## config.mk

```make
export PLATFORM = sky130hd
export DESIGN_NAME = wb_xbar_1xn_flat
export DESIGN_NICKNAME = d
export VERILOG_FILES = /design/src/rtl/wb_xbar_pkg.sv /design/src/rtl/wb_xbar_1xn_if.sv /design/src/rtl/wb_xbar_decode.sv /design/src/rtl/wb_xbar_1xn.sv /design/src/flat_wrapper.sv
export SDC_FILE = /design/constraint.sdc
export NUM_CORES = 1
export LEC_CHECK = 0
export CORE_AREA = 2 2 206 208
export DETAILED_ROUTE_END_ITERATION = 7
export DIE_AREA = 0 0 208 210
export DONT_BUFFER_PORTS = 1
export PLACE_DENSITY = 0.38
export RECOVER_POWER = 25
export SYNTH_ARGS = -nofsm -noshare
export SYNTH_HDL_FRONTEND = slang
export SYNTH_SLANG_ARGS = --single-unit
```

## constraint.sdc

```tcl
create_clock -name clk -period 6.2 [get_ports clk]
set_input_delay 1.24 -clock clk [delete_from_list [all_inputs] [get_ports clk]]
set_output_delay 1.24 -clock clk [all_outputs]
set_load 0.05 [all_outputs]
```

## src/rtl/wb_xbar_pkg.sv

```systemverilog
// Shared types and default SoC address map for the 1xN Wishbone crossbar.
package wb_xbar_pkg;

  typedef enum logic [1:0] {
    IDLE = 2'd0,
    BUSY = 2'd1,
    RESP = 2'd2,
    ERR  = 2'd3
  } xbar_state_e;

  typedef enum logic [1:0] {
    CAUSE_NONE    = 2'd0,
    CAUSE_DECODE  = 2'd1,
    CAUSE_TIMEOUT = 2'd2,
    CAUSE_SLAVE   = 2'd3
  } err_cause_e;

  localparam int DEF_N_SLAVES = 4;
  localparam int DEF_AW       = 32;

  // slave 0 = data memory, 1..3 = peripheral windows
  localparam logic [DEF_N_SLAVES*DEF_AW-1:0] DEF_SLAVE_BASE =
    {32'h2000_0200, 32'h2000_0100, 32'h2000_0000, 32'h0000_0000};
  localparam logic [DEF_N_SLAVES*DEF_AW-1:0] DEF_SLAVE_MASK =
    {32'hFFFF_FF00, 32'hFFFF_FF00, 32'hFFFF_FF00, 32'hFFFF_F000};

endpackage

```

## src/rtl/wb_xbar_1xn_if.sv

```systemverilog
// Bus bundle for wb_xbar_1xn: upstream master lanes plus the packed per-slave lanes.
interface wb_xbar_1xn_if #(
  parameter int N_SLAVES = 4,
  parameter int AW       = 32,
  parameter int DW       = 32
);
  logic [AW-1:0]            m_adr_i;
  logic [DW-1:0]            m_dat_i;
  logic [DW/8-1:0]          m_sel_i;
  logic                     m_we_i;
  logic                     m_cyc_i;
  logic                     m_stb_i;
  logic [DW-1:0]            m_dat_o;
  logic                     m_ack_o;
  logic                     m_err_o;
  logic [N_SLAVES*AW-1:0]   s_adr_o;
  logic [N_SLAVES*DW-1:0]   s_dat_o;
  logic [N_SLAVES*DW/8-1:0] s_sel_o;
  logic [N_SLAVES-1:0]      s_we_o;
  logic [N_SLAVES-1:0]      s_cyc_o;
  logic [N_SLAVES-1:0]      s_stb_o;
  logic [N_SLAVES*DW-1:0]   s_dat_i;
  logic [N_SLAVES-1:0]      s_ack_i;
  logic [N_SLAVES-1:0]      s_err_i;

  modport master (
    output m_adr_i, m_dat_i, m_sel_i, m_we_i, m_cyc_i, m_stb_i,
    input  m_dat_o, m_ack_o, m_err_o,
    input  s_adr_o, s_dat_o, s_sel_o, s_we_o, s_cyc_o, s_stb_o,
    output s_dat_i, s_ack_i, s_err_i
  );

  modport slave (
    input  m_adr_i, m_dat_i, m_sel_i, m_we_i, m_cyc_i, m_stb_i,
    output m_dat_o, m_ack_o, m_err_o,
    output s_adr_o, s_dat_o, s_sel_o, s_we_o, s_cyc_o, s_stb_o,
    input  s_dat_i, s_ack_i, s_err_i
  );
endinterface

```

## src/rtl/wb_xbar_decode.sv

```systemverilog
// Combinational address decoder: hit flag, one-hot select and index, lowest slave wins.
module wb_xbar_decode #(
  parameter int                     N_SLAVES   = 4,
  parameter int                     AW         = 32,
  parameter int                     IW         = 2,
  parameter logic [N_SLAVES*AW-1:0] SLAVE_BASE = '0,
  parameter logic [N_SLAVES*AW-1:0] SLAVE_MASK = '0
) (
  input  logic [AW-1:0]       adr_i,
  output logic                hit_o,
  output logic [N_SLAVES-1:0] onehot_o,
  output logic [IW-1:0]       idx_o
);

  logic found_s;

  // ascending scan; once found_s is set, higher slaves are masked off
  always_comb begin
    found_s  = 1'b0;
    onehot_o = '0;
    idx_o    = '0;
    for (int i = 0; i < N_SLAVES; i++) begin
      onehot_o[i] = ((adr_i & SLAVE_MASK[i*AW +: AW]) == SLAVE_BASE[i*AW +: AW]) & ~found_s;
      idx_o       = onehot_o[i] ? IW'(i) : idx_o;
      found_s     = found_s | onehot_o[i];
    end
    hit_o = found_s;
  end

endmodule

```

## src/rtl/wb_xbar_1xn.sv

```systemverilog
// 1-master to N-slave Wishbone classic crossbar with registered request/response,
// decode errors and a bus-timeout watchdog. Optional error log: WB_XBAR_ERRLOG_EN.
module wb_xbar_1xn
  import wb_xbar_pkg::*;
#(
  parameter int                     N_SLAVES   = 4,
  parameter int                     AW         = 32,
  parameter int                     DW         = 32,
  parameter int                     TIMEOUT    = 255,
  parameter logic [N_SLAVES*AW-1:0] SLAVE_BASE = DEF_SLAVE_BASE,
  parameter logic [N_SLAVES*AW-1:0] SLAVE_MASK = DEF_SLAVE_MASK
) (
  input  logic          clk,
  input  logic          reset_n,
`ifdef WB_XBAR_ERRLOG_EN
  input  logic          err_clr_i,
  output logic          err_valid_o,
  output logic [AW-1:0] err_addr_o,
  output logic [1:0]    err_cause_o,
`endif
  wb_xbar_1xn_if.slave  bus
);

  localparam int SW = DW / 8;
  localparam int IW = (N_SLAVES > 1) ? $clog2(N_SLAVES) : 1;
  localparam int CW = $clog2(TIMEOUT + 1);

  xbar_state_e         state_q, state_d;
  logic [IW-1:0]       idx_q, idx_d;
  logic [AW-1:0]       adr_q, adr_d;
  logic [DW-1:0]       dat_q, dat_d;
  logic [SW-1:0]       sel_q, sel_d;
  logic [N_SLAVES-1:0] cyc_q, cyc_d;
  logic [N_SLAVES-1:0] we_q, we_d;
  logic [DW-1:0]       rdat_q, rdat_d;
  logic                ack_q, ack_d;
  logic                err_q, err_d;
  logic [CW-1:0]       cnt_q, cnt_d;

  logic                dec_hit_s;
  logic [N_SLAVES-1:0] dec_onehot_s;
  logic [IW-1:0]       dec_idx_s;
  logic                sel_ack_s;
  logic                sel_err_s;
  logic [DW-1:0]       sel_dat_s;
  logic [CW-1:0]       cnt_inc_s;

  wb_xbar_decode #(
    .N_SLAVES   (N_SLAVES),
    .AW         (AW),
    .IW         (IW),
    .SLAVE_BASE (SLAVE_BASE),
    .SLAVE_MASK (SLAVE_MASK)
  ) u_decode (
    .adr_i    (bus.m_adr_i),
    .hit_o    (dec_hit_s),
    .onehot_o (dec_onehot_s),
    .idx_o    (dec_idx_s)
  );

  // only the latched slave may terminate the cycle
  assign sel_ack_s = bus.s_ack_i[idx_q];
  assign sel_err_s = bus.s_err_i[idx_q];
  assign sel_dat_s = bus.s_dat_i[idx_q*DW +: DW];
  assign cnt_inc_s = (cnt_q == CW'(TIMEOUT)) ? cnt_q : cnt_q + CW'(1);

  // next-state and registered-output logic
  always_comb begin
    state_d = state_q;
    idx_d   = idx_q;
    adr_d   = adr_q;
    dat_d   = dat_q;
    sel_d   = sel_q;
    cyc_d   = cyc_q;
    we_d    = we_q;
    rdat_d  = rdat_q;
    ack_d   = 1'b0;
    err_d   = 1'b0;
    cnt_d   = cnt_q;
    case (state_q)
      IDLE: begin
        if (bus.m_cyc_i && bus.m_stb_i) begin
          if (dec_hit_s) begin
            idx_d   = dec_idx_s;
            adr_d   = bus.m_adr_i;
            dat_d   = bus.m_dat_i;
            sel_d   = bus.m_sel_i;
            cyc_d   = dec_onehot_s;
            we_d    = bus.m_we_i ? dec_onehot_s : '0;
            cnt_d   = '0;
            state_d = BUSY;
          end else begin
            err_d   = 1'b1;
            state_d = ERR;
          end
        end else begin
          state_d = IDLE;
        end
      end
      BUSY: begin
        cyc_d = '0;
        we_d  = '0;
        if (!bus.m_cyc_i) begin
          state_d = IDLE;
        end else if (sel_err_s) begin
          err_d   = 1'b1;
          state_d = ERR;
        end else if (sel_ack_s) begin
          rdat_d  = sel_dat_s;
          ack_d   = 1'b1;
          state_d = RESP;
        end else if (cnt_inc_s == CW'(TIMEOUT)) begin
          err_d   = 1'b1;
          state_d = ERR;
        end else begin
          cyc_d   = cyc_q;
          we_d    = we_q;
          cnt_d   = cnt_inc_s;
        end
      end
      RESP:    state_d = IDLE;
      ERR:     state_d = IDLE;
      default: state_d = IDLE;
    endcase
  end

  // state and datapath registers
  always_ff @(posedge clk or negedge reset_n) begin
    if (!reset_n) begin
      state_q <= IDLE;
      idx_q   <= '0;
      adr_q   <= '0;
      dat_q   <= '0;
      sel_q   <= '0;
      cyc_q   <= '0;
      we_q    <= '0;
      rdat_q  <= '0;
      ack_q   <= 1'b0;
      err_q   <= 1'b0;
      cnt_q   <= '0;
    end else begin
      state_q <= state_d;
      idx_q   <= idx_d;
      adr_q   <= adr_d;
      dat_q   <= dat_d;
      sel_q   <= sel_d;
      cyc_q   <= cyc_d;
      we_q    <= we_d;
      rdat_q  <= rdat_d;
      ack_q   <= ack_d;
      err_q   <= err_d;
      cnt_q   <= cnt_d;
    end
  end

  for (genvar g = 0; g < N_SLAVES; g++) begin : g_lane
    assign bus.s_adr_o[g*AW +: AW] = adr_q;
    assign bus.s_dat_o[g*DW +: DW] = dat_q;
    assign bus.s_sel_o[g*SW +: SW] = sel_q;
  end

  assign bus.s_cyc_o = cyc_q;
  assign bus.s_stb_o = cyc_q;
  assign bus.s_we_o  = we_q;
  assign bus.m_dat_o = rdat_q;
  assign bus.m_ack_o = ack_q;
  assign bus.m_err_o = err_q;

`ifdef WB_XBAR_ERRLOG_EN
  logic          log_valid_q;
  logic [AW-1:0] log_addr_q;
  err_cause_e    log_cause_q;
  err_cause_e    new_cause_s;
  logic [AW-1:0] new_addr_s;

  // classify the error being raised this cycle (err_d only fires on entry to ERR)
  always_comb begin
    if (state_q == IDLE) begin
      new_cause_s = CAUSE_DECODE;
      new_addr_s  = bus.m_adr_i;
    end else if (sel_err_s) begin
      new_cause_s = CAUSE_SLAVE;
      new_addr_s  = adr_q;
    end else begin
      new_cause_s = CAUSE_TIMEOUT;
      new_addr_s  = adr_q;
    end
  end

  // sticky first-error log, clear wins over a simultaneous capture
  always_ff @(posedge clk or negedge reset_n) begin
    if (!reset_n) begin
      log_valid_q <= 1'b0;
      log_addr_q  <= '0;
      log_cause_q <= CAUSE_NONE;
    end else if (err_clr_i) begin
      log_valid_q <= 1'b0;
      log_addr_q  <= '0;
      log_cause_q <= CAUSE_NONE;
    end else if (err_d && !log_valid_q) begin
      log_valid_q <= 1'b1;
      log_addr_q  <= new_addr_s;
      log_cause_q <= new_cause_s;
    end
  end

  assign err_valid_o = log_valid_q;
  assign err_addr_o  = log_addr_q;
  assign err_cause_o = log_cause_q;
`endif

endmodule
```

## src/flat_wrapper.sv

```systemverilog
// flat-port wrapper written by rule: the top's interface ports become plain ports
module wb_xbar_1xn_flat import wb_xbar_pkg::*;
#(
  parameter int                     N_SLAVES   = 4,
  parameter int                     AW         = 32,
  parameter int                     DW         = 32,
  parameter int                     TIMEOUT    = 255,
  parameter logic [N_SLAVES*AW-1:0] SLAVE_BASE = DEF_SLAVE_BASE,
  parameter logic [N_SLAVES*AW-1:0] SLAVE_MASK = DEF_SLAVE_MASK
)
  (clk, reset_n, bus_m_adr_i, bus_m_dat_i, bus_m_sel_i, bus_m_we_i, bus_m_cyc_i, bus_m_stb_i, bus_m_dat_o, bus_m_ack_o, bus_m_err_o, bus_s_adr_o, bus_s_dat_o, bus_s_sel_o, bus_s_we_o, bus_s_cyc_o, bus_s_stb_o, bus_s_dat_i, bus_s_ack_i, bus_s_err_i);
  wb_xbar_1xn_if #(.N_SLAVES(N_SLAVES), .AW(AW), .DW(DW)) bus_i ();
  input  logic clk;
  input  logic reset_n;
  input wire logic [$bits(bus_i.m_adr_i)-1:0] bus_m_adr_i;
  input wire logic [$bits(bus_i.m_dat_i)-1:0] bus_m_dat_i;
  input wire logic [$bits(bus_i.m_sel_i)-1:0] bus_m_sel_i;
  input wire logic [$bits(bus_i.m_we_i)-1:0] bus_m_we_i;
  input wire logic [$bits(bus_i.m_cyc_i)-1:0] bus_m_cyc_i;
  input wire logic [$bits(bus_i.m_stb_i)-1:0] bus_m_stb_i;
  output wire logic [$bits(bus_i.m_dat_o)-1:0] bus_m_dat_o;
  output wire logic [$bits(bus_i.m_ack_o)-1:0] bus_m_ack_o;
  output wire logic [$bits(bus_i.m_err_o)-1:0] bus_m_err_o;
  output wire logic [$bits(bus_i.s_adr_o)-1:0] bus_s_adr_o;
  output wire logic [$bits(bus_i.s_dat_o)-1:0] bus_s_dat_o;
  output wire logic [$bits(bus_i.s_sel_o)-1:0] bus_s_sel_o;
  output wire logic [$bits(bus_i.s_we_o)-1:0] bus_s_we_o;
  output wire logic [$bits(bus_i.s_cyc_o)-1:0] bus_s_cyc_o;
  output wire logic [$bits(bus_i.s_stb_o)-1:0] bus_s_stb_o;
  input wire logic [$bits(bus_i.s_dat_i)-1:0] bus_s_dat_i;
  input wire logic [$bits(bus_i.s_ack_i)-1:0] bus_s_ack_i;
  input wire logic [$bits(bus_i.s_err_i)-1:0] bus_s_err_i;
  assign bus_i.m_adr_i = bus_m_adr_i;
  assign bus_i.m_dat_i = bus_m_dat_i;
  assign bus_i.m_sel_i = bus_m_sel_i;
  assign bus_i.m_we_i = bus_m_we_i;
  assign bus_i.m_cyc_i = bus_m_cyc_i;
  assign bus_i.m_stb_i = bus_m_stb_i;
  assign bus_m_dat_o = bus_i.m_dat_o;
  assign bus_m_ack_o = bus_i.m_ack_o;
  assign bus_m_err_o = bus_i.m_err_o;
  assign bus_s_adr_o = bus_i.s_adr_o;
  assign bus_s_dat_o = bus_i.s_dat_o;
  assign bus_s_sel_o = bus_i.s_sel_o;
  assign bus_s_we_o = bus_i.s_we_o;
  assign bus_s_cyc_o = bus_i.s_cyc_o;
  assign bus_s_stb_o = bus_i.s_stb_o;
  assign bus_i.s_dat_i = bus_s_dat_i;
  assign bus_i.s_ack_i = bus_s_ack_i;
  assign bus_i.s_err_i = bus_s_err_i;
  wb_xbar_1xn #(.N_SLAVES(N_SLAVES), .AW(AW), .DW(DW), .TIMEOUT(TIMEOUT), .SLAVE_BASE(SLAVE_BASE), .SLAVE_MASK(SLAVE_MASK)) u_core (.clk(clk), .reset_n(reset_n), .bus(bus_i));
endmodule
```

==> results.toml <==
[synthesis]
synth_area_um2 = 7250
syn_inst = 604
synthTopCellsByArea = "dfrtp_1, buf_4, mux2_2, mux4_2, nor2b_1"
yosys_warnings = 0
synth_edf_count = 0
syn_nets = 814
syn_area_per_cell_um2 = 12.0
async_flop_share_pct = 100
synth-seq-cells = 122
synth.top_cell.area_share_pct = 42.1
yosysSeqAreaShare_pct = 42.1
ys.flop_type = "dfrtp_1"
synth_area_leader_cell = "dfrtp_1"
yosysUniqueCellTypes = 46

[die]
start_util_pct = 17.5
io_pins = 527
rows = 75
chipWidth_um = 208
die_area_um2 = 43700
fp.dieH_um = 210
core_um2 = 41500

[placed_design]
gp_congestion = 0.744
dpl.hpwl_mm = 15.5
portBuffers = 0

[clocking]
htree_levels = 4
cts_setup_buffers = 0
root_buffer = "clkbuf_16"
clk_latency_ps = 460
clock_sinks = 122
clkTransAtPathRegs_ps = 50
cts_max_path_buffers = 2
cts_hold_buf = 0
cts_tree = "yes"
cts_resized = 0
numCtsBuffers = 17

[flow_run]
maxCapViolations = 0

[routing]
post-route-drc-count = 0
drtIter0Drc = 245
routed-via-count = 3824
routed_wirelength_mm = 20.4
ant_nets = 0
wl_per_cell_um = 21.4
first_pass_iters = 4
via_per_inst = 4.01

[power_and_ir_drop]
leakage_uw = 0.00275
powerDensity_nw_per_um2 = 355
ir_drop_uv = 186

[worst_setup_path]
crit_arrival_ps = 3490
path_class = "in -> reg"
cp-start-kind = "input pin"
path_cells = "nor4_1 -> nand2_1 -> a2111oi_4 -> buf_12 -> mux2_2"
cp-end-kind = "register"
critPathMaxStageDelay_ps = 920
cp_data_required_time_ps = 6540
cp_slowest_cell = "a2111oi_4"
crit_fanout = 60
ff2ff_path_depth = 5

[grt]
antenna_found_initial = 14
grt_usage_pct = 9.50
grt_overflow = 0
use_met1_pct = 8.92
grt_pass1_vias = 4213
grt_pass1_wl_mm = 29.0
met2_usage_pct = 15.4
busiest_layer = "met2"
grt_util_met3_pct = 5.24
grt_max_degree = 123

[sta]
tightest_slew_ps = 1090
setup-tns-final_ps = 0
drv_slew = 0
max_slew_margin_pct = 27.0
finalSetupViolCount = 0
hold_viol_final = 0
finalCritPeriodShare_pct = 50.8
hold_ws_ps = 475
fin_skew_ps = 5.58
rsz0062_at_grt = "no"
min_period_ps = 3150
fmax_mhz = 318

[hold_path]
hp-class = "in -> async"

[final_layout]
nets = 606
drive_gt1_share_pct = 54.4
postLayoutCoreUtil_pct = 17.0
syn_to_final_growth_pct = -2.87

[outcome]
status = "completed"
worst max-delay path: cells and delay by family:
kind	cells	cell delay (ps)
AO/OA/AOI/OAI	1	920
AND/OR/NAND/NOR	2	490
multiplexers	1	380
buffers and inverters	1	340
synth_stat cells (3+ instances only):
library cell / count
nor4_1: 4
nor2_1: 10
o2bb2ai_1: 3
o21a_1: 3
mux4_2: 34
buf_2: 9
nor2b_1: 21
mux2_2: 81
inv_1: 9
nand2b_1: 3
buf_4: 208
nor3_1: 7
a22oi_1: 3
and3_1: 3
o21ai_0: 5
and4_1: 4
a21oi_1: 7
a22o_1: 4
clkbuf_1: 10
nand3_1: 9
dfrtp_1: 122
nand4_1: 4
nand2_1: 13
placed cells by master, fill, tap and decap left out, types with 3 or more instances in the layout:
| master | Yosys | routed |
|---|---|---|
| a21oi_1 | 7 | 7 |
| a22o_1 | 4 | 4 |
| a22oi_1 | 3 | 3 |
| and3_1 | 3 | 3 |
| and4_1 | 4 | 4 |
| bufinv_16 | 0 | 4 |
| clkbuf_1 | 10 | 3 |
| clkbuf_16 | 0 | 17 |
| clkbuf_8 | 0 | 4 |
| dfrtp_1 | 122 | 52 |
| dfrtp_2 | 0 | 70 |
| diode_2 | 0 | 7 |
| inv_1 | 9 | 9 |
| mux2_2 | 81 | 81 |
| mux4_2 | 34 | 34 |
| nand2_1 | 13 | 13 |
| nand2b_1 | 3 | 3 |
| nand3_1 | 9 | 9 |
| nand4_1 | 4 | 4 |
| nor2_1 | 10 | 10 |
| nor2b_1 | 21 | 21 |
| nor3_1 | 7 | 7 |
| nor4_1 | 4 | 4 |
| o21a_1 | 3 | 3 |
| o21ai_0 | 5 | 5 |
| o2bb2ai_1 | 3 | 3 |
through the flow:
| stage | std cells | worst slack, ps | power, µW | area, µm² |
|---|---|---|---|---|
| 6_report | 954 | 3050 | 2500 | 7040 |
| 5_1_grt | 953 | 2800 | 2610 | 7040 |
| 4_1_cts | 947 | 2950 | 2550 | 7020 |
| 3_5_place_dp | 916 | 2480 | 1430 | 6390 |
| 3_3_place_gp | 916 | 2610 | 1420 | 6390 |
| 2_1_floorplan | 604 | 3280 | 1370 | 7250 |
registers in the layout, summed over array words and instances, names as in the netlist:
name,count
u_core.bus.m_dat_o,32
u_core.adr_q,32
u_core.sel_q,4
u_core.bus.m_ack_o,1
u_core.bus.s_we_o,4
u_core.state_q,2
u_core.bus.s_cyc_o,4
u_core.bus.m_err_o,1
u_core.cnt_q,8
u_core.idx_q,2
u_core.dat_q,32
final timing paths:
kind | startpoint | endpoint | slack, ps
worst max-delay path | bus_m_adr_i[13] | u_core.dat_q[30] | 3050
worst min-delay path | reset_n | u_core.bus.m_dat_o[10] | 480
worst max register to register | u_core.idx_q[0] | u_core.bus.m_dat_o[17] | 3060
worst min register to register | u_core.cnt_q[7] | u_core.cnt_q[7] | 600
max in group asynchronous | reset_n | u_core.adr_q[31] | 5490
min in group clk | u_core.cnt_q[7] | u_core.cnt_q[7] | 600
metal layers:
metal  vias up  share of wire, %
met3        37                13
met5         -              0.23
met1      1867                32
met2       400                51
met4         6               3.6
li1       1514                 -
final cells by class:
| cell class | instances | area, µm² |
|---|---|---|
| flip-flops and latches | 122 | 3140 |
| clock buffers | 24 | 492 |
| inverters | 9 | 33.8 |
| fillers | 4508 | 34400 |
| well taps | 539 | 674 |
| multi-input cells | 243 | 2510 |
| clock inverters | 7 | 138 |
| diodes | 7 | 17.5 |
| repair buffers | 3 | 35.0 |
power by group:
part	internal [µW]	leakage, µW	total (µW)	switching, µW
combinational	100	0.000920	169	68.8
sequential	886	0.00153	1250	359
clock	710	0.000306	1080	375
kinds of logic (layout without fill, tap and decap cells):
| family | count (synthesis) | in the layout | share of synthesized area [%] |
|---|---|---|---|
| compound gates | 43 | 43 | 4.61 |
| fa+ha+maj | 1 | 1 | 0.173 |
| buf+inv | 239 | 43 | 23.5 |
| flops | 122 | 122 | 42.1 |
| mux | 115 | 115 | 23.1 |
| other cells | 0 | 7 | 0 |
| simple gates | 84 | 84 | 6.46 |
(Power assumes the default switching activity.)
